`src/rtl/branch_sequencer.sv`:
```
// Fetch-PC sequencer: owns the fetch PC, resolves decode-stage branches, drives
// the pipeline flush, handles halt/resume and keeps a circular return-address stack.
module branch_sequencer #(
    parameter int ADDR_W = 12,
    parameter int RAS_DEPTH = 16,
    parameter logic [ADDR_W-1:0] RESET_PC = {ADDR_W{1'b0}},
    localparam int CNT_W = $clog2(RAS_DEPTH + 1)
) (
    input  logic              clock,
    input  logic              reset,
    input  logic              stall,
    input  logic [ADDR_W-1:0] id_pc,
    input  logic [2:0]        id_kind,
    input  logic [1:0]        id_cond,
    input  logic [7:0]        id_disp,
    input  logic [3:0]        szcv,
    input  logic              halt_req,
    input  logic              resume,
    output logic [ADDR_W-1:0] fetch_pc,
    output logic              flush,
    output logic              halted,
    output logic [CNT_W-1:0]  ras_count,
    output logic              ras_overflow,
    output logic              ras_underflow
);

    localparam int PTR_W = $clog2(RAS_DEPTH);

    localparam logic [1:0] ST_RUN    = 2'd0;
    localparam logic [1:0] ST_FLUSH  = 2'd1;
    localparam logic [1:0] ST_HALTED = 2'd2;

    localparam logic [2:0] K_B     = 3'd1;
    localparam logic [2:0] K_BCOND = 3'd2;
    localparam logic [2:0] K_BAL   = 3'd3;
    localparam logic [2:0] K_BR    = 3'd4;

    logic [1:0]        state_r, state_nxt_s;
    logic [ADDR_W-1:0] fetch_pc_r, pc_nxt_s;
    logic [PTR_W-1:0]  wp_r, wp_inc_s, wp_dec_s;
    logic [CNT_W-1:0]  ras_count_r;
    logic              ras_overflow_r, ras_underflow_r;
    logic [ADDR_W-1:0] ras_mem_r [RAS_DEPTH];

    logic [ADDR_W-1:0] target_s, link_s;
    logic              cond_true_s, taken_s, br_empty_s, ras_full_s;
    logic              push_s, pop_s, unf_set_s;
    logic              flag_s, flag_z, flag_v;
    logic              carry_unused_s;

    assign flag_s         = szcv[3];
    assign flag_z         = szcv[2];
    assign flag_v         = szcv[0];
    assign carry_unused_s = szcv[1];

    assign target_s   = id_pc + ADDR_W'($signed(id_disp));
    assign link_s     = id_pc + ADDR_W'(1);
    assign ras_full_s = (ras_count_r == CNT_W'(RAS_DEPTH));
    assign br_empty_s = (id_kind == K_BR) && (ras_count_r == {CNT_W{1'b0}});
    // Pointer wrap is explicit so non-power-of-two depths stay circular.
    assign wp_inc_s   = (wp_r == PTR_W'(RAS_DEPTH - 1)) ? {PTR_W{1'b0}} : wp_r + PTR_W'(1);
    assign wp_dec_s   = (wp_r == {PTR_W{1'b0}}) ? PTR_W'(RAS_DEPTH - 1) : wp_r - PTR_W'(1);

    // Condition evaluation for Bcond.
    always_comb begin
        case (id_cond)
            2'd0:    cond_true_s = flag_z;
            2'd1:    cond_true_s = flag_s ^ flag_v;
            2'd2:    cond_true_s = flag_z | (flag_s ^ flag_v);
            2'd3:    cond_true_s = ~flag_z;
            default: cond_true_s = 1'b0;
        endcase
    end

    // Branch-taken decode; BR only redirects when the RAS has an entry.
    always_comb begin
        case (id_kind)
            K_B:     taken_s = 1'b1;
            K_BCOND: taken_s = cond_true_s;
            K_BAL:   taken_s = 1'b1;
            K_BR:    taken_s = (ras_count_r != {CNT_W{1'b0}});
            default: taken_s = 1'b0;
        endcase
    end

    // Next-state, next-PC and RAS command selection.
    always_comb begin
        state_nxt_s = state_r;
        pc_nxt_s    = fetch_pc_r;
        push_s      = 1'b0;
        pop_s       = 1'b0;
        unf_set_s   = 1'b0;
        case (state_r)
            ST_RUN: begin
                if (stall) begin
                    state_nxt_s = ST_RUN;
                end else if (br_empty_s) begin
                    unf_set_s   = 1'b1;
                    state_nxt_s = ST_HALTED;
                end else if (taken_s) begin
                    push_s      = (id_kind == K_BAL);
                    pop_s       = (id_kind == K_BR);
                    pc_nxt_s    = (id_kind == K_BR) ? ras_mem_r[wp_dec_s] : target_s;
                    state_nxt_s = ST_FLUSH;
                end else if (halt_req) begin
                    state_nxt_s = ST_HALTED;
                end else begin
                    pc_nxt_s = fetch_pc_r + ADDR_W'(1);
                end
            end
            ST_FLUSH: begin
                if (stall) begin
                    state_nxt_s = ST_FLUSH;
                end else begin
                    pc_nxt_s    = fetch_pc_r + ADDR_W'(1);
                    state_nxt_s = ST_RUN;
                end
            end
            ST_HALTED: begin
                if (resume) begin
                    state_nxt_s = ST_RUN;
                end else begin
                    state_nxt_s = ST_HALTED;
                end
            end
            default: begin
                state_nxt_s = ST_RUN;
            end
        endcase
    end

    // State, PC, RAS bookkeeping and sticky flags.
    always_ff @(posedge clock or posedge reset) begin
        if (reset) begin
            state_r         <= ST_RUN;
            fetch_pc_r      <= RESET_PC;
            wp_r            <= {PTR_W{1'b0}};
            ras_count_r     <= {CNT_W{1'b0}};
            ras_overflow_r  <= 1'b0;
            ras_underflow_r <= 1'b0;
        end else begin
            state_r    <= state_nxt_s;
            fetch_pc_r <= pc_nxt_s;
            if (unf_set_s) begin
                ras_underflow_r <= 1'b1;
            end
            if (push_s) begin
                wp_r <= wp_inc_s;
                if (ras_full_s) begin
                    ras_overflow_r <= 1'b1;
                end else begin
                    ras_count_r <= ras_count_r + CNT_W'(1);
                end
            end else if (pop_s) begin
                wp_r        <= wp_dec_s;
                ras_count_r <= ras_count_r - CNT_W'(1);
            end
        end
    end

    // RAS storage; contents are don't-care after reset.
    always_ff @(posedge clock) begin
        if (push_s) begin
            ras_mem_r[wp_r] <= link_s;
        end
    end

    assign fetch_pc      = fetch_pc_r;
    assign flush         = (state_r == ST_FLUSH);
    assign halted        = (state_r == ST_HALTED);
    assign ras_count     = ras_count_r;
    assign ras_overflow  = ras_overflow_r;
    assign ras_underflow = ras_underflow_r;

endmodule

```
`config.mk`:
```
export PLATFORM = sky130hd
export DESIGN_NAME = branch_sequencer
export DESIGN_NICKNAME = d
export VERILOG_FILES = /design/src/rtl/branch_sequencer.sv
export SDC_FILE = /design/constraint.sdc
export NUM_CORES = 1
export LEC_CHECK = 0
export ABC_AREA = 0
export CAP_MARGIN = 40
export CORE_ASPECT_RATIO = 1.5
export CORE_MARGIN = 2
export CORE_UTILIZATION = 34
export CTS_BUF_LIST = sky130_fd_sc_hd__clkbuf_8
export DETAILED_ROUTE_END_ITERATION = 6
export PLACE_DENSITY = 0.52
export REMOVE_ABC_BUFFERS = 1
export SLEW_MARGIN = 20
export SYNTH_ARGS = -nofsm -noshare
export SYNTH_HDL_FRONTEND = slang
export SYNTH_SLANG_ARGS = --single-unit
```
`constraint.sdc`:
```
create_clock -name clock -period 3.15 [get_ports clock]
set_clock_uncertainty 0.1 [all_clocks]
set_input_delay 0.63 -clock clock [delete_from_list [all_inputs] [get_ports clock]]
set_output_delay 0.63 -clock clock [all_outputs]
set_load 0.01 [all_outputs]
```
Yosys cells after proc, flatten, opt, wreduce, memory -nomap -nowiden
Memory sizes are Yosys's and may differ from the RTL's.
Cells that the tools add are included.
{"block": "word_totals", "register_bits": 25, "latch_bits": 0, "ram_bits": 192, "mem_bits_ro": 0, "inputBits": 34, "wordCells": 82, "n_memories": 1}
{"memory": "ras_mem_r", "words": 16, "word_bits": 12, "read_ports": 1, "rd_clocked_by_memory_dff": 0, "write_ports": 1, "line": "43", "source": "logic [ADDR_W-1:0] ras_mem_r [RAS_DEPTH];"}
{"block": "op_classes", "addsub": 7, "multipliers": 0, "n_div": 0, "magnitude_cmp": 0, "n_eq_ne": 17, "shifts": 0, "mux": 36, "n_bitwise": 3, "reduce_logical": 12}
{"operator": "12-bit two-way mux", "count": 6}
{"operator": "12-bit by 1-bit adder with 12-bit output, second input constant", "count": 2}
{"operator": "12-bit one-hot mux with 2 select lines", "count": 1}
{"operator": "4-bit two-way mux", "count": 4}
{"operator": "5-bit two-way mux", "count": 3}
{"operator": "1-bit two-way mux", "count": 14}
{"operator": "12-bit adder", "count": 1}
{"operator": "2-bit two-way mux", "count": 5}
{"operator": "2-bit != test, second input constant", "count": 4}
{"operator": "2-bit == test, second input constant", "count": 3}
{"operator": "3-bit by 2-bit == test with 1-bit output, second input constant", "count": 2}
{"operator": "2-bit one-hot mux with 3 select lines", "count": 1}
{"operator": "5-bit by 1-bit adder with 5-bit output, second input constant", "count": 1}
{"operator": "5-bit == test, second input constant", "count": 1}
{"operator": "5-bit logical NOT", "count": 1}
{"operator": "5-bit != test, second input constant", "count": 1}
{"operator": "5-bit AND reduction", "count": 1}
{"operator": "5-bit nonzero test", "count": 1}
{"operator": "5-bit by 1-bit subtractor with 5-bit output, second input constant", "count": 1}
{"operator": "4-bit by 1-bit adder with 4-bit output, second input constant", "count": 1}
{"operator": "2-bit by 1-bit == test with 1-bit output, second input constant", "count": 2}
{"operator": "4-bit == test, second input constant", "count": 1}
{"operator": "2-bit logical NOT", "count": 2}
{"operator": "4-bit logical NOT", "count": 1}
{"operator": "13 further kinds", "count": 15}

Logic depth before layout (Yosys ltp)
Gate-level depths: netlist of the first run.
{"block": "logic_depth", "depth_word": 10, "mapped_depth": 12, "mapped_depth_nobuf": 10}

Least setup slack after synthesis of the first run
No wires, ideal clock.
{"block": "synth_timing", "path_type": "input-to-reg", "start": "input stall", "end": "memory ras_mem_r[8][0] (enable)", "setup_time_ns": 0.412, "t_arrival_ns": 2.756, "t_required_ns": 2.638, "path_slack_ns": -0.119, "path_stages": 5, "n_path_buf": 1, "cell_sequence": "or2_1 -> buf_4 -> nor4_4 -> inv_2 -> nor4_1"}
{"block": "synth_between", "elab_chain_len": 4}
{"element": "start: declaration", "line": "11", "source": "input logic stall,"}
{"element": "1-bit two-way mux", "line": "95", "source": "if (stall) begin"}
{"element": "1-bit two-way mux", "line": "93", "source": "case (state_r)"}
{"element": "1-bit two-way mux", "line": "163", "source": "if (push_s) begin"}
{"element": "1-bit two-way mux (not written as such)", "line": "164", "source": "ras_mem_r[wp_r] <= link_s;"}
{"element": "end: declaration", "line": "43"}
Every way passes these cells.

Worst setup path in the final report of the first run
{"block": "layout_timing", "start": "register wp_r[1]", "end": "register fetch_pc_r[7], in the netlist fetch_pc[7]"}
{"block": "layout_between", "elab_chain_len": 8, "word_cells_on_any_way": 9}
{"element": "start: declaration", "line": "40", "source": "logic [PTR_W-1:0] wp_r, wp_inc_s, wp_dec_s;"}
{"element": "start signal: assignment", "line": "137", "source": "wp_r <= {PTR_W{1'b0}};"}
{"element": "start signal: assignment", "line": "148", "source": "wp_r <= wp_inc_s;"}
{"element": "start signal: assignment", "line": "155", "source": "wp_r <= wp_dec_s;"}
{"element": "4-bit by 1-bit subtractor with 4-bit output / 4-bit logical NOT (equally long branches)", "line": "62", "source": "assign wp_dec_s = (wp_r == {PTR_W{1'b0}}) ? PTR_W'(RAS_DEPTH - 1) : wp_r - PTR_W'(1);"}
{"element": "4-bit two-way mux (*)", "line": "62"}
{"element": "memory read 16 x 12 bit (*)"}
{"element": "12-bit two-way mux (*)", "line": "103", "source": "pc_nxt_s = (id_kind == K_BR) ? ras_mem_r[wp_dec_s] : target_s;"}
{"element": "12-bit two-way mux (*)", "line": "100", "source": "end else if (taken_s) begin"}
{"element": "12-bit two-way mux (*)", "line": "97", "source": "end else if (br_empty_s) begin"}
{"element": "12-bit two-way mux (*)", "line": "95"}
{"element": "12-bit one-hot mux with 2 select lines (*)", "line": "93"}
{"element": "end signal: assignment", "line": "143", "source": "fetch_pc_r <= pc_nxt_s;"}
{"element": "end: declaration", "line": "39", "source": "logic [ADDR_W-1:0] fetch_pc_r, pc_nxt_s;"}
Every way passes the cells marked *; elsewhere a longest branch is shown, timed or not. The select of a mux whose other input is x is not followed.
A chain may end at the register's enable or synchronous reset.

==> flow_results.org, run 1 <==
** Worst setup path
- In this run the worst path has a maximum fanout of 7.
- Worst-case reg-to-reg path depth :: 12
- Element type at the critical path start :: register
- Data on the critical path arrives at its endpoint at 3.21 ns.
- The critical path in this run is classified as reg2reg.
- Crit end category :: register
- At the worst endpoint, the required time is 3.48 ns.

** Detailed routing
- The detailed router placed ~6500 vias in this run.
- Routed Wire Length :: 27640 um
- After detailed routing, the number of remaining DRC violations is 0.
- Antenna-violating nets left :: 0
- In the final routed layout, each cell accounts on average for 22.01 um.
- The first detailed-routing pass ran for 5 iterations.
- After the first detailed-routing iteration, the DRC count stood at 501.
- Post-detailed-route via-to-cell ratio :: between 5 and 6

** Cells and area
- Util after Layout :: 43.32%
- Summed area of non-filler cells in the final layout :: 12480 um^2
- Leaving out fill and tap cells, the most frequent cells in the layout are edfxtp_1 (192), buf_4 (80), nand2_1 (54), clkdlybuf4s50_1 (53), nor2_1 (43).
- The repair_antennas step left the layout with diodes totalling 0.
- Number of fillers in the final layout :: 2618
- The post-route netlist has about a quarter of its cells at a drive strength greater than 1.
- The area growth from synthesis to layout is 24.83%.
- Leaving out fill and tap cells, the most frequent cell in the layout is edfxtp_1.
- In the final design database the tool counted 898 nets.

** Floorplanning
- Die Y-Extent :: about 210 um
- Number of rows in the core area :: 76
- Top-Level Pins :: 55
- Die ar. :: 30820 um^2
- Starting density of the core :: between 30% and 40%
- Die boundary width :: ~140 um
- The core region is a little under 30000 um^2.

** Global routing
- For met3 alone, demand over resource in global routing was roughly 2.9%.
- Global routing used 18.40% of the available tracks.
- GRT busiest layer :: met2
- The first global-routing pass estimated 41930 um of wire.
- The via count of the first global-routing pass is 7154.
- Entering global routing, the biggest net connects 26 pins.
- GR Overflow Total :: 0
- For met2 alone, demand over resource in global routing was 35.19%.
- In the global route stage, met1 resource usage came out at approximately a fifth.
- The initial antenna violation count was 0.

** Synthesis
- Count of cell types in the netlist :: 79
- After synthesis, the share of flip-flops with an asynchronous set or reset is 11.52%.
- In the synthesized netlist the dominant register cell turns out to be edfxtp_1.
- Number of flip-flops and latches in the synthesized netlist :: between 200 and 250
- EDFF count, synth :: 192
- Number of warning messages in the yosys log :: 0
- Counting every instance in the synthesized netlist gives 677.
- After synthesis, flip-flops and latches occupy 63.92% of the total area.
- Dividing the synthesized area by the synthesized cell count gives 14.77 um^2.
- Summing every instance area after synthesis gives around 10000 um^2.

** Timing
- Final Max Tran Viols :: 0
- For the finished layout, the period the worst path requires is approximately 2.9 ns.
- Final-report hold violation count :: 0
- Actual slew at the worst max-slew pin :: 0.6192 ns
- Total of endpoints with negative setup slack in the final report :: 0
- Setup repair after global routing left no endpoint under its margin.
- Share of the clock period used by the worst path :: 91.31%
- Achievable clock frequency :: 347.7 MHz
- The worst pin sits at a relative slew slack of 58.42%.

** Placement
- The count of buffers added on input and output ports is 53.
- After detailed placement, the total cell area comes to 11820 um^2.
- Hpwl dp :: 19250 um
- Routability-driven placement finished with a final weighted congestion of 0.8842.

** Clock tree
- Post-CTS Resized :: 0
- The H-tree was split into 2 levels.
- At the later pin of the worst-skew pair, clock insertion delay measures 0.54 ns.
- After clock tree synthesis, the clock-pin slew on the worst setup and hold paths is 0.07 ns.
- Number of buffers added for setup after CTS :: 3
- Master cell of the clock root buffer :: clkbuf_8
- The clock net in this run drives a total of between 200 and 250 sinks.
- Post-CTS Hold Buffers :: 0
- Clock buffers created by TritonCTS :: 34
- No sink is reached through more buffers than the 3 on the longest clock path.
- TritonCTS built the clock tree.

** Power and ir drop
- Net switching is 34.83% of the power.
- Internal power consumption :: ~6.3 mW
- The share of total power dissipated in sequential elements is 36.0%.
- Net load switching power :: ~3.4 mW
- Combinational cell fraction of total power :: 41.1%
- Worst supply voltage drop on vdd :: 0.0003042 V
- For this design the ratio of total power to cell area is 778.9 nW/um^2.
- The clock network accounts for 22.9% of the total power.
- Leakage :: about 4.4 nW

** Worst hold path
- In this run the worst hold path is classified as in2async.

** Run status
- The flow ran to the end, and the final reports show no timing, DRC or antenna violations.

** Job
- Across the run, the number of max-cap violations was 0.
[cells by family (layout without fill, tap and decap cells)]
| group | count (synthesis) | count (layout) | share of synthesized area [%] |
|---|---|---|---|
| simple gates | 175 | 175 | 8.560 |
| fa+ha+maj | 23 | 23 | 3.028 |
| buf+inv | 46 | 235 | 2.290 |
| xor+xnor | 26 | 26 | 2.278 |
| flops | 217 | 217 | 63.92 |
| compound gates | 136 | 136 | 9.236 |
| mux | 54 | 54 | 10.69 |
[flip-flops by register name (all words and copies together) (netlist names)]
register       cells
fetch_pc          12
ras_count          5
ras_mem_r        192
ras_overflow       1
ras_underflow      1
state_r            2
wp_r               4
[per-layer routing]
layer,vias up,wire length [um]
li1,3003,-
met1,3306,10080
met2,167,15480
met3,53,1099
met4,0,978
met5,-,0
[layout make-up]
class	count	area (um^2)	area share [%]
Clock inverter	26	143.9	1.153
Inverter	18	67.56	0.5414
Multi-Input combinational cell	414	3407	27.30
Clock buffer	35	481.7	3.860
Tap cell	390	488.0	3.910
Sequential cell	217	6391	51.21
Timing Repair Buffer	156	1501	12.03
[power by group through the flow]
stage	Sequential, mW	Clock [mW]	Combinational, mW
global placement	3.55	0	3.89
detailed placement	3.56	0	3.96
finish	3.50	2.23	4.00
floorplan	3.65	0	2.26
global route	3.53	2.41	4.33
CTS	3.50	2.29	4.02
[through the flow]
step	TNS [ns]	hold slack, ns	total power, mW	cells	worst slack, ns
5_1_grt	0	0.3781	10.27	1256	0.08005
3_5_place_dp	-0.1787	0.3599	7.519	1192	-0.1282
6_report	0	0.3578	9.722	1256	0.2737
3_3_place_gp	-1.938	0.3524	7.437	1185	-0.1138
4_1_cts	0	0.3532	9.815	1256	0.2767
2_1_floorplan	-15.72	0.3353	5.904	649	-1.380
[path summary, 6_finish.rpt]
path,start,endpoint,slack [ns]
hold / removal,reset,ras_count[0]$_DFFE_PP0P_,0.36
setup reg to reg,wp_r[1]$_DFFE_PP0P_,fetch_pc[7]$_DFFE_PP0P_,0.27
min in group clock,ras_overflow$_DFFE_PP0P_,ras_overflow$_DFFE_PP0P_,0.37
hold reg to reg,ras_overflow$_DFFE_PP0P_,ras_overflow$_DFFE_PP0P_,0.37
setup / recovery,wp_r[1]$_DFFE_PP0P_,fetch_pc[7]$_DFFE_PP0P_,0.27
max in group asynchronous,reset,fetch_pc[4]$_DFFE_PP0P_,2.31
[synthesized netlist by cell type (5+ instances only)]
master,n,area (um^2)
edfxtp_1,192,5766
nor3_1,13,65.06
inv_1,15,56.30
mux4_1,6,157.7
xnor2_1,18,157.7
o21a_1,5,37.54
o21ai_0,19,95.09
a21oi_1,33,165.2
o21ai_1,6,30.03
a21o_1,6,45.04
nand2_1,54,202.7
a22oi_1,10,75.07
xor2_1,8,70.07
ha_1,21,262.8
nand2b_1,5,31.28
mux4_2,34,765.7
buf_2,9,45.04
mux2i_1,10,100.1
dfrtp_1,25,625.6
nand3_1,20,100.1
nand4_1,6,37.54
o22ai_1,10,62.56
clkbuf_1,11,41.29
nor2_1,43,161.4
a211oi_1,10,75.07
[critical path, stage by stage (launching register included)]
cell and delay [ns]:
dfrtp_1 0.38, inv_1 0.15, ha_2 0.21, nor3b_2 0.26, nor2_4 0.08, buf_12 0.15
buf_4 0.17, mux4_2 0.43, mux2i_1 0.24, nand2_1 0.10, a31oi_1 0.25, buf_4 0.18
nand3_1 0.07
No activity file was read; power rests on OpenSTA's default activity.
==> inputs of run 2 (changes only) <==
ABC_CLOCK_PERIOD_IN_PS = 3150   (was not set)
==> results of run 2 <==
Final layout, timing and power as in run 1 (identical DEF).
